[src/rtl/mpu_poll_seq_pkg.sv]
// Shared types and instruction tables for the MPU-6050 poll sequencer.
// Each instruction byte is a pair of 4-bit controller ROM addresses {hi, lo}.
package mpu_seq_pkg;

    typedef enum logic [2:0] {
        ST_IDLE    = 3'd0,
        ST_ISSUE   = 3'd1,
        ST_WAIT_HI = 3'd2,
        ST_WAIT_LO = 3'd3,
        ST_CHECK   = 3'd4,
        ST_GAP     = 3'd5,
        ST_FAULT   = 3'd6
    } seq_state_e;

    localparam int TBL_W    = 8;
    localparam int INIT_LEN = 3;
    localparam int POLL_LEN = 7;

    localparam logic [2:0] SLOT_ACCEL_X = 3'd0;
    localparam logic [2:0] SLOT_ACCEL_Y = 3'd1;
    localparam logic [2:0] SLOT_ACCEL_Z = 3'd2;
    localparam logic [2:0] SLOT_TEMP    = 3'd3;
    localparam logic [2:0] SLOT_GYRO_X  = 3'd4;
    localparam logic [2:0] SLOT_GYRO_Y  = 3'd5;
    localparam logic [2:0] SLOT_GYRO_Z  = 3'd6;

    // PWR_MGMT_1 wake, SMPRT_DIV, CONFIG
    localparam logic [TBL_W-1:0] INIT_TABLE [INIT_LEN] = '{8'h01, 8'h23, 8'h45};
    // ACCEL_X, ACCEL_Y, ACCEL_Z, TEMP, GYRO_X, GYRO_Y, GYRO_Z burst pairs
    localparam logic [TBL_W-1:0] POLL_TABLE [POLL_LEN] =
        '{8'h67, 8'h89, 8'hAB, 8'hCD, 8'hEF, 8'h12, 8'h34};

    function automatic logic [TBL_W-1:0] table_instr(input logic poll, input logic [2:0] idx);
        logic [TBL_W-1:0] r;
        r = 8'h00;
        if (poll) begin
            case (idx)
                SLOT_ACCEL_X: r = POLL_TABLE[0];
                SLOT_ACCEL_Y: r = POLL_TABLE[1];
                SLOT_ACCEL_Z: r = POLL_TABLE[2];
                SLOT_TEMP:    r = POLL_TABLE[3];
                SLOT_GYRO_X:  r = POLL_TABLE[4];
                SLOT_GYRO_Y:  r = POLL_TABLE[5];
                SLOT_GYRO_Z:  r = POLL_TABLE[6];
                default:      r = 8'h00;
            endcase
        end else begin
            case (idx)
                3'd0:    r = INIT_TABLE[0];
                3'd1:    r = INIT_TABLE[1];
                3'd2:    r = INIT_TABLE[2];
                default: r = 8'h00;
            endcase
        end
        return r;
    endfunction

endpackage

[src/rtl/mpu_poll_seq_edge_det.sv]
// Rising-edge detector with a registered history bit; input is already synchronous.
module edge_det (
    input  logic clk,
    input  logic rst_n,
    input  logic din,
    output logic rise
);

    logic prev_r;

    // Previous-cycle sample of the input.
    always_ff @(posedge clk or negedge rst_n) begin
        if (!rst_n) begin
            prev_r <= 1'b0;
        end else begin
            prev_r <= din;
        end
    end

    assign rise = din & ~prev_r;

endmodule

[src/rtl/mpu_poll_seq.sv]
// Sequencer driving the MPU-6050 I2C controller: one-shot init list, then a
// periodic poll list with per-instruction retry, timeout and sticky fault.
module mpu_poll_seq
    import mpu_seq_pkg::*;
#(
    parameter int FPGA_CLK    = 50_000_000,
    parameter int INSTR_SZ    = 8,
    parameter int RXD_SZ      = 24,
    parameter int N_INIT      = 3,
    parameter int N_POLL      = 7,
    parameter int POLL_PERIOD = FPGA_CLK / 1000,
    parameter int TIMEOUT     = FPGA_CLK / 500,
    parameter int MAX_RETRY   = 3
) (
    input  logic                CLK,
    input  logic                RST_n,
    input  logic                I_START,
    input  logic                I_BUSY,
    input  logic                I_ERR,
    input  logic                I_ACK_FL,
    input  logic [RXD_SZ-1:0]   I_RXD,
    output logic                O_EN,
    output logic [INSTR_SZ-1:0] O_INSTR,
    output logic [15:0]         O_SAMPLE,
    output logic [2:0]          O_SLOT,
    output logic                O_VLD,
    output logic                O_ROUND,
    output logic                O_INIT_DONE,
    output logic                O_FAULT,
    output logic                O_BUSY
);

    localparam int TMO_W = (TIMEOUT > 1) ? $clog2(TIMEOUT) : 1;
    localparam int PER_W = (POLL_PERIOD > 1) ? $clog2(POLL_PERIOD) : 1;
    localparam int RTY_W = (MAX_RETRY > 0) ? $clog2(MAX_RETRY + 1) : 1;
    localparam logic [TMO_W-1:0] TMO_LAST  = TMO_W'(TIMEOUT - 1);
    localparam logic [PER_W-1:0] PER_LAST  = PER_W'(POLL_PERIOD - 1);
    localparam logic [RTY_W-1:0] RTY_LIMIT = RTY_W'(MAX_RETRY);

    seq_state_e          state_r, state_s;
    logic [2:0]          idx_r, idx_s;
    logic                poll_r, poll_s;
    logic [RTY_W-1:0]    retry_r, retry_s;
    logic                err_seen_r, err_seen_s;
    logic [TMO_W-1:0]    tmo_r, tmo_s;
    logic [PER_W-1:0]    per_r;
    logic                per_run_r, pend_r;
    logic                err_rise_s, ack_rise_s, err_any_s;
    logic                last_s, wrap_s, tmo_hit_s;
    logic                en_s, vld_s, round_s, init_done_s, fault_s, busy_s;
    logic [INSTR_SZ-1:0] instr_s;
    logic [15:0]         sample_s;
    logic [2:0]          slot_s;
    logic                rxd_unused_s;

    edge_det u_err_edge (.clk(CLK), .rst_n(RST_n), .din(I_ERR),    .rise(err_rise_s));
    edge_det u_ack_edge (.clk(CLK), .rst_n(RST_n), .din(I_ACK_FL), .rise(ack_rise_s));

    // Coincident controller error and ACK-failure edges are one error.
    assign err_any_s    = err_rise_s | ack_rise_s;
    assign tmo_hit_s    = (tmo_r == TMO_LAST);
    assign wrap_s       = per_run_r && (per_r == PER_LAST);
    assign last_s       = poll_r ? (idx_r == 3'(N_POLL - 1)) : (idx_r == 3'(N_INIT - 1));
    assign rxd_unused_s = ^I_RXD[RXD_SZ-1:16];

    // Sequencer state register and per-instruction bookkeeping.
    always_ff @(posedge CLK or negedge RST_n) begin
        if (!RST_n) begin
            state_r    <= ST_IDLE;
            idx_r      <= 3'd0;
            poll_r     <= 1'b0;
            retry_r    <= {RTY_W{1'b0}};
            err_seen_r <= 1'b0;
            tmo_r      <= {TMO_W{1'b0}};
        end else begin
            state_r    <= state_s;
            idx_r      <= idx_s;
            poll_r     <= poll_s;
            retry_r    <= retry_s;
            err_seen_r <= err_seen_s;
            tmo_r      <= tmo_s;
        end
    end

    // Next-state logic and next values of the registered outputs.
    always_comb begin
        state_s     = state_r;
        idx_s       = idx_r;
        poll_s      = poll_r;
        retry_s     = retry_r;
        err_seen_s  = err_seen_r;
        tmo_s       = tmo_r;
        vld_s       = 1'b0;
        round_s     = 1'b0;
        sample_s    = O_SAMPLE;
        slot_s      = O_SLOT;
        init_done_s = O_INIT_DONE;
        fault_s     = O_FAULT;
        case (state_r)
            ST_IDLE: begin
                if (I_START) begin
                    state_s = ST_ISSUE;
                    idx_s   = 3'd0;
                    poll_s  = O_INIT_DONE;
                    retry_s = {RTY_W{1'b0}};
                end else begin
                    state_s = ST_IDLE;
                end
            end
            ST_ISSUE: begin
                err_seen_s = 1'b0;
                tmo_s      = {TMO_W{1'b0}};
                state_s    = ST_WAIT_HI;
            end
            ST_WAIT_HI: begin
                err_seen_s = err_seen_r | err_any_s;
                if (tmo_hit_s) begin
                    err_seen_s = 1'b1;
                    state_s    = ST_CHECK;
                end else if (I_BUSY) begin
                    tmo_s   = {TMO_W{1'b0}};
                    state_s = ST_WAIT_LO;
                end else begin
                    tmo_s = tmo_r + TMO_W'(1);
                end
            end
            ST_WAIT_LO: begin
                err_seen_s = err_seen_r | err_any_s;
                if (tmo_hit_s) begin
                    err_seen_s = 1'b1;
                    state_s    = ST_CHECK;
                end else if (!I_BUSY) begin
                    state_s = ST_CHECK;
                end else begin
                    tmo_s = tmo_r + TMO_W'(1);
                end
            end
            ST_CHECK: begin
                if (!err_seen_r) begin
                    retry_s = {RTY_W{1'b0}};
                    if (poll_r) begin
                        sample_s = I_RXD[15:0];
                        slot_s   = idx_r;
                        vld_s    = 1'b1;
                    end else begin
                        sample_s = O_SAMPLE;
                    end
                    if (last_s) begin
                        if (poll_r) begin
                            round_s = 1'b1;
                        end else begin
                            init_done_s = 1'b1;
                        end
                        state_s = ST_GAP;
                    end else begin
                        idx_s   = idx_r + 3'd1;
                        state_s = ST_ISSUE;
                    end
                    if (!I_START) begin
                        state_s = ST_IDLE;
                    end else begin
                        state_s = state_s;
                    end
                end else if (retry_r < RTY_LIMIT) begin
                    retry_s = retry_r + RTY_W'(1);
                    state_s = ST_ISSUE;
                end else begin
                    fault_s = 1'b1;
                    state_s = ST_FAULT;
                end
            end
            ST_GAP: begin
                // Before the first poll round the period counter is idle; start at once.
                if (!I_START) begin
                    state_s = ST_IDLE;
                end else if (!per_run_r || wrap_s || pend_r) begin
                    state_s = ST_ISSUE;
                    poll_s  = 1'b1;
                    idx_s   = 3'd0;
                    retry_s = {RTY_W{1'b0}};
                end else begin
                    state_s = ST_GAP;
                end
            end
            ST_FAULT: begin
                state_s = ST_FAULT;
            end
            default: begin
                state_s = ST_IDLE;
            end
        endcase

        en_s    = (state_s == ST_ISSUE);
        busy_s  = (state_s != ST_IDLE) && (state_s != ST_FAULT);
        if (en_s) begin
            instr_s = INSTR_SZ'(table_instr(poll_s, idx_s));
        end else begin
            instr_s = O_INSTR;
        end
    end

    // Poll period counter; a wrap seen outside GAP is held so an overrun round still starts.
    always_ff @(posedge CLK or negedge RST_n) begin
        if (!RST_n) begin
            per_r     <= {PER_W{1'b0}};
            per_run_r <= 1'b0;
            pend_r    <= 1'b0;
        end else if (state_s == ST_IDLE) begin
            per_r     <= {PER_W{1'b0}};
            per_run_r <= 1'b0;
            pend_r    <= 1'b0;
        end else if (!per_run_r) begin
            per_r     <= {PER_W{1'b0}};
            per_run_r <= (state_s == ST_ISSUE) && poll_s;
            pend_r    <= 1'b0;
        end else begin
            per_r <= wrap_s ? {PER_W{1'b0}} : per_r + PER_W'(1);
            if ((state_r == ST_GAP) && (state_s == ST_ISSUE)) begin
                pend_r <= 1'b0;
            end else if (wrap_s) begin
                pend_r <= 1'b1;
            end
        end
    end

    // Registered outputs.
    always_ff @(posedge CLK or negedge RST_n) begin
        if (!RST_n) begin
            O_EN        <= 1'b0;
            O_INSTR     <= {INSTR_SZ{1'b0}};
            O_SAMPLE    <= 16'h0000;
            O_SLOT      <= 3'd0;
            O_VLD       <= 1'b0;
            O_ROUND     <= 1'b0;
            O_INIT_DONE <= 1'b0;
            O_FAULT     <= 1'b0;
            O_BUSY      <= 1'b0;
        end else begin
            O_EN        <= en_s;
            O_INSTR     <= instr_s;
            O_SAMPLE    <= sample_s;
            O_SLOT      <= slot_s;
            O_VLD       <= vld_s;
            O_ROUND     <= round_s;
            O_INIT_DONE <= init_done_s;
            O_FAULT     <= fault_s;
            O_BUSY      <= busy_s;
        end
    end

endmodule

[config.mk]
export PLATFORM = sky130hd
export DESIGN_NAME = mpu_poll_seq
export DESIGN_NICKNAME = d
export VERILOG_FILES = /design/src/rtl/mpu_poll_seq_pkg.sv /design/src/rtl/mpu_poll_seq_edge_det.sv /design/src/rtl/mpu_poll_seq.sv
export SDC_FILE = /design/constraint.sdc
export NUM_CORES = 1
export LEC_CHECK = 0
export BUFFER_PORTS_ARGS = -buffer_cell sky130_fd_sc_hd__buf_2
export CELL_PAD_IN_SITES_DETAIL_PLACEMENT = 1
export CELL_PAD_IN_SITES_GLOBAL_PLACEMENT = 1
export CORE_MARGIN = 5
export CORE_UTILIZATION = 47
export DETAILED_ROUTE_END_ITERATION = 7
export PLACE_DENSITY_LB_ADDON = 0.1
export SLEW_MARGIN = 20
export SYNTH_ARGS = -nofsm -noshare
export SYNTH_HDL_FRONTEND = slang
export SYNTH_SLANG_ARGS = --single-unit
[constraint.sdc]
create_clock -name CLK -period 5.4 [get_ports CLK]
set_input_delay 1.08 -clock CLK [delete_from_list [all_inputs] [get_ports CLK]]
set_output_delay 1.08 -clock CLK [all_outputs]
set_load 0.05 [all_outputs]
After elaboration in Yosys (flattened, before gate mapping)
Cells that the tools add are included.
{"block": "op_classes", "n_addsub": 4, "n_mul": 0, "div": 0, "n_lt_le_gt_ge": 1, "n_eq_ne": 26, "shifts": 0, "n_mux": 54, "n_bitwise": 9, "reduce_logical": 20}
{"cell": "2-to-1 mux 17 bit", "n": 4}
{"cell": "one-hot mux 8 bit (7 select lines)", "n": 1}
{"cell": "one-hot mux 17 bit (3 select lines)", "n": 1}
{"cell": "2-to-1 mux 16 bit", "n": 3}
{"cell": "2-to-1 mux 3 bit", "n": 15}
{"cell": "equality test 3 bit, second input constant", "n": 7}
{"cell": "one-hot mux 3 bit (7 select lines)", "n": 1}
{"cell": "one-hot mux 7 bit (3 select lines)", "n": 1}
{"cell": "2-to-1 mux 1 bit", "n": 18}
{"cell": "adder 17 x 1 -> 17 bit, second input constant", "n": 1}
{"cell": "equality test 17 bit, second input constant", "n": 1}
{"cell": "adder 16 x 1 -> 16 bit, second input constant", "n": 1}
{"cell": "equality test 16 bit, second input constant", "n": 1}
{"cell": "equality test 3 x 2 -> 1 bit, second input constant", "n": 5}
{"cell": "!= test 2 bit, second input constant", "n": 6}
{"cell": "2-to-1 mux 2 bit", "n": 5}
{"cell": "equality test 3 x 1 -> 1 bit, second input constant", "n": 3}
{"cell": "zero test 3 bit", "n": 3}
{"cell": "one-hot mux 3 bit (3 select lines)", "n": 1}
{"cell": "nonzero test 3 bit", "n": 3}
{"cell": "2-to-1 mux 8 bit", "n": 1}
{"cell": "AND reduction 4 bit", "n": 2}
{"cell": "!= test 3 bit, second input constant", "n": 2}
{"cell": "one-hot mux 2 bit (3 select lines)", "n": 1}
{"cell": "other kinds (15)", "n": 27}
{"block": "totals", "reg_bits": 80, "latch_bits": 0, "ram_bits": 0, "mem_bits_ro": 0, "inputBits": 30, "out_inout_bits": 33, "elab_cells": 134, "mem_count": 0}

Depth between registers and ports, before layout
{"block": "logic_depth", "ltp_word": 12, "depth_mapped": 10, "ltp_nobuf": 9}

Hierarchy
A second synthesis with hierarchy kept.
{"block": "unflattened", "hier_cells": 378, "hier_area_um2": 3849.9}
{"mod": "mpu_poll_seq", "instances": 1, "cells_each": 374, "area_per_inst_um2": 3772.4, "seq_area_each_um2": 1926.8}
{"mod": "edge_det", "instances": 2, "cells_each": 2, "area_per_inst_um2": 38.8, "seq_area_each_um2": 25.0}

Worst setup path after synthesis
OpenSTA, ideal clock, no wires.
{"block": "synth_path", "kind": "input-to-reg", "startpoint": "input port I_START", "endpoint": "register O_INSTR[5]", "setup_time_ns": 0.082, "arrival_ns": 2.618, "t_required_ns": 5.318, "slack_ns": 2.700, "stages": 6, "n_path_buf": 0, "cell_sequence": "or3b_1 -> a32o_1 -> a221oi_2 -> o21ai_0 -> or3_1 -> a31oi_1"}
{"block": "synth_via", "elab_chain_cells": 5, "word_cells_on_any_way": 22, "cone_classes": "7 x eq/ne; 14 x mux; 1 x reduce/logical"}
{"item": "start, declared", "line": "mpu_poll_seq.sv:17", "rtl": "input logic I_START,"}
{"item": "2-to-1 mux 3 bit, on equally long branches", "line": "mpu_poll_seq.sv:174, mpu_poll_seq.sv:101"}
{"item": "one-hot mux 3 bit (3 select lines)", "line": "mpu_poll_seq.sv:99", "rtl": "case (state_r)"}
{"item": "equality test 3 bit, or another cell as far along", "line": "mpu_poll_seq_pkg.sv:37", "rtl": "case (idx)"}
{"item": "one-hot mux 8 bit (7 select lines) / one-hot mux 7 bit (3 select lines) (equally long branches)", "line": "mpu_poll_seq_pkg.sv:37, mpu_poll_seq_pkg.sv:48"}
{"item": "2-to-1 mux 8 bit", "line": "mpu_poll_seq_pkg.sv:36", "rtl": "if (poll) begin"}
{"item": "end signal, assigned", "line": "mpu_poll_seq.sv:230", "rtl": "O_INSTR <= {INSTR_SZ{1'b0}};"}
{"item": "end signal, assigned", "line": "mpu_poll_seq.sv:240", "rtl": "O_INSTR <= instr_s;"}
{"item": "end, declared", "line": "mpu_poll_seq.sv:23", "rtl": "output logic [INSTR_SZ-1:0] O_INSTR,"}
Several ways; a longest one is shown, not always the timed one.
A chain may end at the register's enable or synchronous reset.

Final worst setup path
Ends and elaborated chain as after synthesis.

==> results summary <==
The worst register-to-register path begins at tmo_r[6]$_DFFE_PN0P_. The number of hold buffers added after CTS was 0. TritonCTS built the clock tree.

Among all flip-flop cells after synthesis, the most frequent one is sky130_fd_sc_hd__dfrtp_1. The max capacitance violation total is 0. The sum of negative setup slack came out at 0 ns. The congestion estimate from routability-driven global placement came to 0.878. The switching part of the total is 24.0%. The final critical path takes up 53.1% of the cycle.

The cell total after placement is 526. The worst setup path is of the in -> reg kind. The number of inserted diodes came out at 0.

The count of input and output buffers came out at 54. After layout, the minimum clock period comes to 2.87 ns. The count of cells in the finished layout, fillers not included, comes to 542. The fraction of synthesis flops using an asynchronous set or reset pin is 100%. The number of buffers inserted to repair setup after CTS is 0. The startpoint type of the worst setup path is an input port. The required arrival time at the worst endpoint came out at 5.67 ns. The highest cell delay on the worst timing path is 0.48 ns. The all-layer global routing usage came out at 18.8%. The worst setup path is captured at a flip-flop. The average routed wire per standard cell came out at 17.1 µm. Wires add up to 9250 µm. The met3 usage is 3.72%. The Yosys step of the flow raised 0 warnings. The area enclosed by the die boundary is 0.0103 mm². The number of primary I/O pins came out at 63.

The signal on the critical path passes through buf_2 > or3b_1 > a32o_1 > a221oi_2 > o21ai_0 > or3_1 > a31oi_1. The number of instances on the worst hold path is 1. The DRC violations left is 0. The number of DRC violations after detailed-routing iteration 0 came out at 98. The number of nets in the final layout came out at 467.

For this configuration, the core starts out at a cell density of 48.0%. The slew at the pin closest to its max-slew limit is 0.828 ns. The post-CTS clock slew at the launch and capture registers of the worst setup and hold paths is 0.08 ns.

The mean instance size in the synthesized netlist is 10.2 µm². The minimum setup slack among reg-to-reg paths is 2.60 ns. The number of global-route vias before repair came out at 3131. The remaining max-slew budget at the tightest pin is 44.7%. The number of filler instances in the final layout came out at 944. The min-delay analysis places its worst path in the category reg -> reg. The final instance area came out at 0.00445 mm². The met1 demand-to-capacity share in global routing is 25.9%. The flow ran to the end, and the final reports show no timing, DRC or antenna violations. The tree is rooted in a sky130_fd_sc_hd__clkbuf_8. The initial antenna violation count is 0. For hold timing, the worst endpoint is per_r[0]$_DFF_PN0_.

The clock passes through at most 2 buffers. The H-tree generated during clock tree synthesis spans 3 levels. The internal portion of the total power is 851 µW. The arrival time at the worst endpoint is 3.13 ns. The cell area that synthesis handed to floorplanning was 0.00393 mm².

The number of clock buffers added by TritonCTS is 9. Based on the critical path, the design can be clocked at up to 349 MHz. The number of nets produced by synthesis is 420.

The number of unique standard cell types used by synthesis came out at 62. Entering global routing, the biggest net connects 80 pins. The count of instances resized after the clock tree is built is 0. Setup repair after global routing left no endpoint under its margin. In the routed layout, each cell is associated on average with a via count of 5.66.

The highest fanout seen on the critical path is 7. The clock sink count is 79. The iteration count of the initial detailed-routing pass is 4.

The worst vdd rail ir drop is 0.155 mV. The die width is 101 µm. The final-report hold violation count is 0.

The fraction of final layout cells with drive strength greater than 1 came out at 23.3%. Summed over all layers, the global routing overflow is 0. On the critical path, the stage with the largest delay is an instance of sky130_fd_sc_hd__a221oi_2. The max-slew violation count is 0.

The met2 usage in global routing came out at 30.0%. The switching power total came out at 268 µW. The share of total power dissipated in sequential elements is 53.7%.

The final setup violation count came out at 0. The startpoint of the worst hold path is per_r[0]$_DFF_PN0_. The highest-utilization routing layer at the global route stage is met2.

The clock group share of total power is 41.3%. The post-detailed-placement cell area is 0.00423 mm². The cell count of the worst reg-to-reg path came out at 6.

The setup clock skew after layout came out at 0.0134 ns. The HPWL after detailed placement is 6530 µm. The logic gate share of total power is 5.0%. The number of antenna-violating nets in the routed design is 0. The worst reg2reg path endpoint is tmo_r[14]$_DFFE_PN0P_.

The power density of the placed cells is 252 mW/mm². The analysis attributes to cell leakage a power of 0.00201 µW. The die height is 101 µm. The global-route wire length before repair came out at 15400 µm.

Summing over every cut layer, the via total after detailed routing is 3070. The flop and latch count out of synthesis came out at 79. The instance count of the mapped netlist came out at 385. The number of enable flip-flop cells after synthesis is 0. The number of standard-cell rows in the floorplan came out at 33.

The sequential-to-total area share from yosys stat is 50.4%. The post-synthesis to final-layout area growth is 13.4%. The area inside the core boundary came out at 0.00818 mm².

At the later pin of the worst-skew pair, clock insertion delay measures 0.35 ns.
-- cells in the mapped netlist (2+ instances only) --
cell	n	area, µm²
sky130_fd_sc_hd__nand2_1	24	90.1
sky130_fd_sc_hd__nor4b_1	2	17.5
sky130_fd_sc_hd__a21o_1	5	37.5
sky130_fd_sc_hd__inv_1	18	67.6
sky130_fd_sc_hd__o41ai_1	5	43.8
sky130_fd_sc_hd__o31ai_1	8	60.1
sky130_fd_sc_hd__xnor2_1	13	114
sky130_fd_sc_hd__mux2_2	19	214
sky130_fd_sc_hd__dfrtp_1	79	1980
sky130_fd_sc_hd__o21a_1	2	15.0
sky130_fd_sc_hd__ha_1	5	62.6
sky130_fd_sc_hd__o21ai_1	3	15.0
sky130_fd_sc_hd__or3b_1	2	17.5
sky130_fd_sc_hd__nor2_1	36	135
sky130_fd_sc_hd__xor2_1	5	43.8
sky130_fd_sc_hd__a31oi_1	7	43.8
sky130_fd_sc_hd__and2_1	5	31.3
sky130_fd_sc_hd__a21oi_1	12	60.1
sky130_fd_sc_hd__o221ai_1	2	17.5
sky130_fd_sc_hd__o21ai_0	30	150
sky130_fd_sc_hd__nand4_1	6	37.5
sky130_fd_sc_hd__and3_1	8	50.1
sky130_fd_sc_hd__buf_2	6	30.0
sky130_fd_sc_hd__nor3b_1	2	15.0
sky130_fd_sc_hd__nor3_1	5	25.0
sky130_fd_sc_hd__nor4_1	2	12.5
sky130_fd_sc_hd__buf_6	2	22.5
sky130_fd_sc_hd__nor2b_1	6	37.5
sky130_fd_sc_hd__or4_1	3	22.5
sky130_fd_sc_hd__a211oi_1	2	15.0
sky130_fd_sc_hd__clkbuf_1	7	26.3
sky130_fd_sc_hd__nand2b_1	8	50.1
sky130_fd_sc_hd__nand3_1	17	85.1
-- power groups by stage --
stage          registers [µW]  logic, µW  clock network, µW
5_1_grt                   602       61.5                498
3_3_place_gp              612       56.1                  0
6_report                  601       56.1                463
4_1_cts                   601       57.4                476
2_1_floorplan             635       6.33                  0
3_5_place_dp              613       57.4                  0
-- per-layer routing --
metal  vias to the layer above  wire length, µm
met5                         -                0
met4                         0              133
met3                        13              430
met2                        67             4400
met1                      1524             4280
li1                       1466                -
-- sequential cells by signal, summed over array words and instances (netlist names), 2 cells and up --
signal	cells
O_SLOT	3
tmo_r	17
O_INSTR	7
retry_r	2
state_r	3
idx_r	3
O_SAMPLE	16
per_r	16
-- through the flow --
stage | hold WS [ns] | utilization [%] | power (µW) | setup WS [ns]
final | 0.481 | 54.4 | 1120 | 2.53
after global routing | 0.506 | 54.4 | 1160 | 2.40
after CTS | 0.487 | 54.3 | 1130 | 2.55
after detailed placement | 0.464 | 51.8 | 670 | 2.19
after global placement | 0.441 | 51.8 | 668 | 2.24
after floorplan | 0.422 | - | 641 | 2.70
-- kinds of logic (layout without fill, tap and decap cells) --
logic type / count (synthesis) / after routing / synth area share, %
multiplexers: 19 / 19 / 5.45
XOR/XNOR: 18 / 18 / 4.02
buffers and inverters: 37 / 89 / 4.24
AND/OR/NAND/NOR: 138 / 138 / 18.8
adder cells (fa/ha/maj): 5 / 5 / 1.59
AO/OA/AOI/OAI: 89 / 89 / 15.5
flip-flops: 79 / 79 / 50.4
-- final cells by class --
cell class,count,area (µm²),share of cell area [%]
Multi-Input combinational cell,269,1790,40.1
Sequential cell,79,1980,44.4
Timing Repair Buffer,54,277,6.21
Clock inverter,5,56.3,1.27
Clock buffer,11,151,3.40
Tap cell,105,131,2.95
Inverter,19,71.3,1.60
-- layout by cell type (no fill, tap or decap), drive strengths merged, types with 3 or more instances in the layout --
cell and instances:
a211oi 3, o41ai 5, dfrtp 79, clkbuf 11, ha 5, a21o 6
mux2 19, nor3 5, and2 5, nand3 18, inv 19, xor2 5
o21ai 34, nor2 36, and3 8, a21oi 12, xnor2 13, nor2b 6
or4 3, nand4 6, nand2b 8, clkinv 3, buf 54, nand2 25
a31oi 7, o31ai 9
-- worst max-delay path, delay by kind of cell --
| kind | cells | cell delay [ns] |
|---|---|---|
| buffers and inverters | 1 | 0.14 |
| AOI/OAI and AO/OA | 4 | 1.14 |
| and+or+nand+nor | 2 | 0.75 |
-- how the worst max path moves through the flow --
| stage | startpoint | to | slack (ns) | cells after the start |
|---|---|---|---|---|
| 2_1_floorplan | I_START | O_INSTR[5]$_DFFE_PN0N_ | 2.70 | 6 |
| 3_3_place_gp | I_START | O_INSTR[5]$_DFFE_PN0N_ | 2.24 | 7 |
| 3_5_place_dp | I_START | O_INSTR[5]$_DFFE_PN0N_ | 2.19 | 7 |
| 4_1_cts | I_START | O_INSTR[5]$_DFFE_PN0N_ | 2.55 | 7 |
| 5_1_grt | state_r[0]$_DFF_PN0_ | O_INSTR[2]$_DFFE_PN0N_ | 2.40 | 6 |
| 6_report | I_START | O_INSTR[5]$_DFFE_PN0N_ | 2.53 | 7 |
Power figures use the tool's default switching activity.
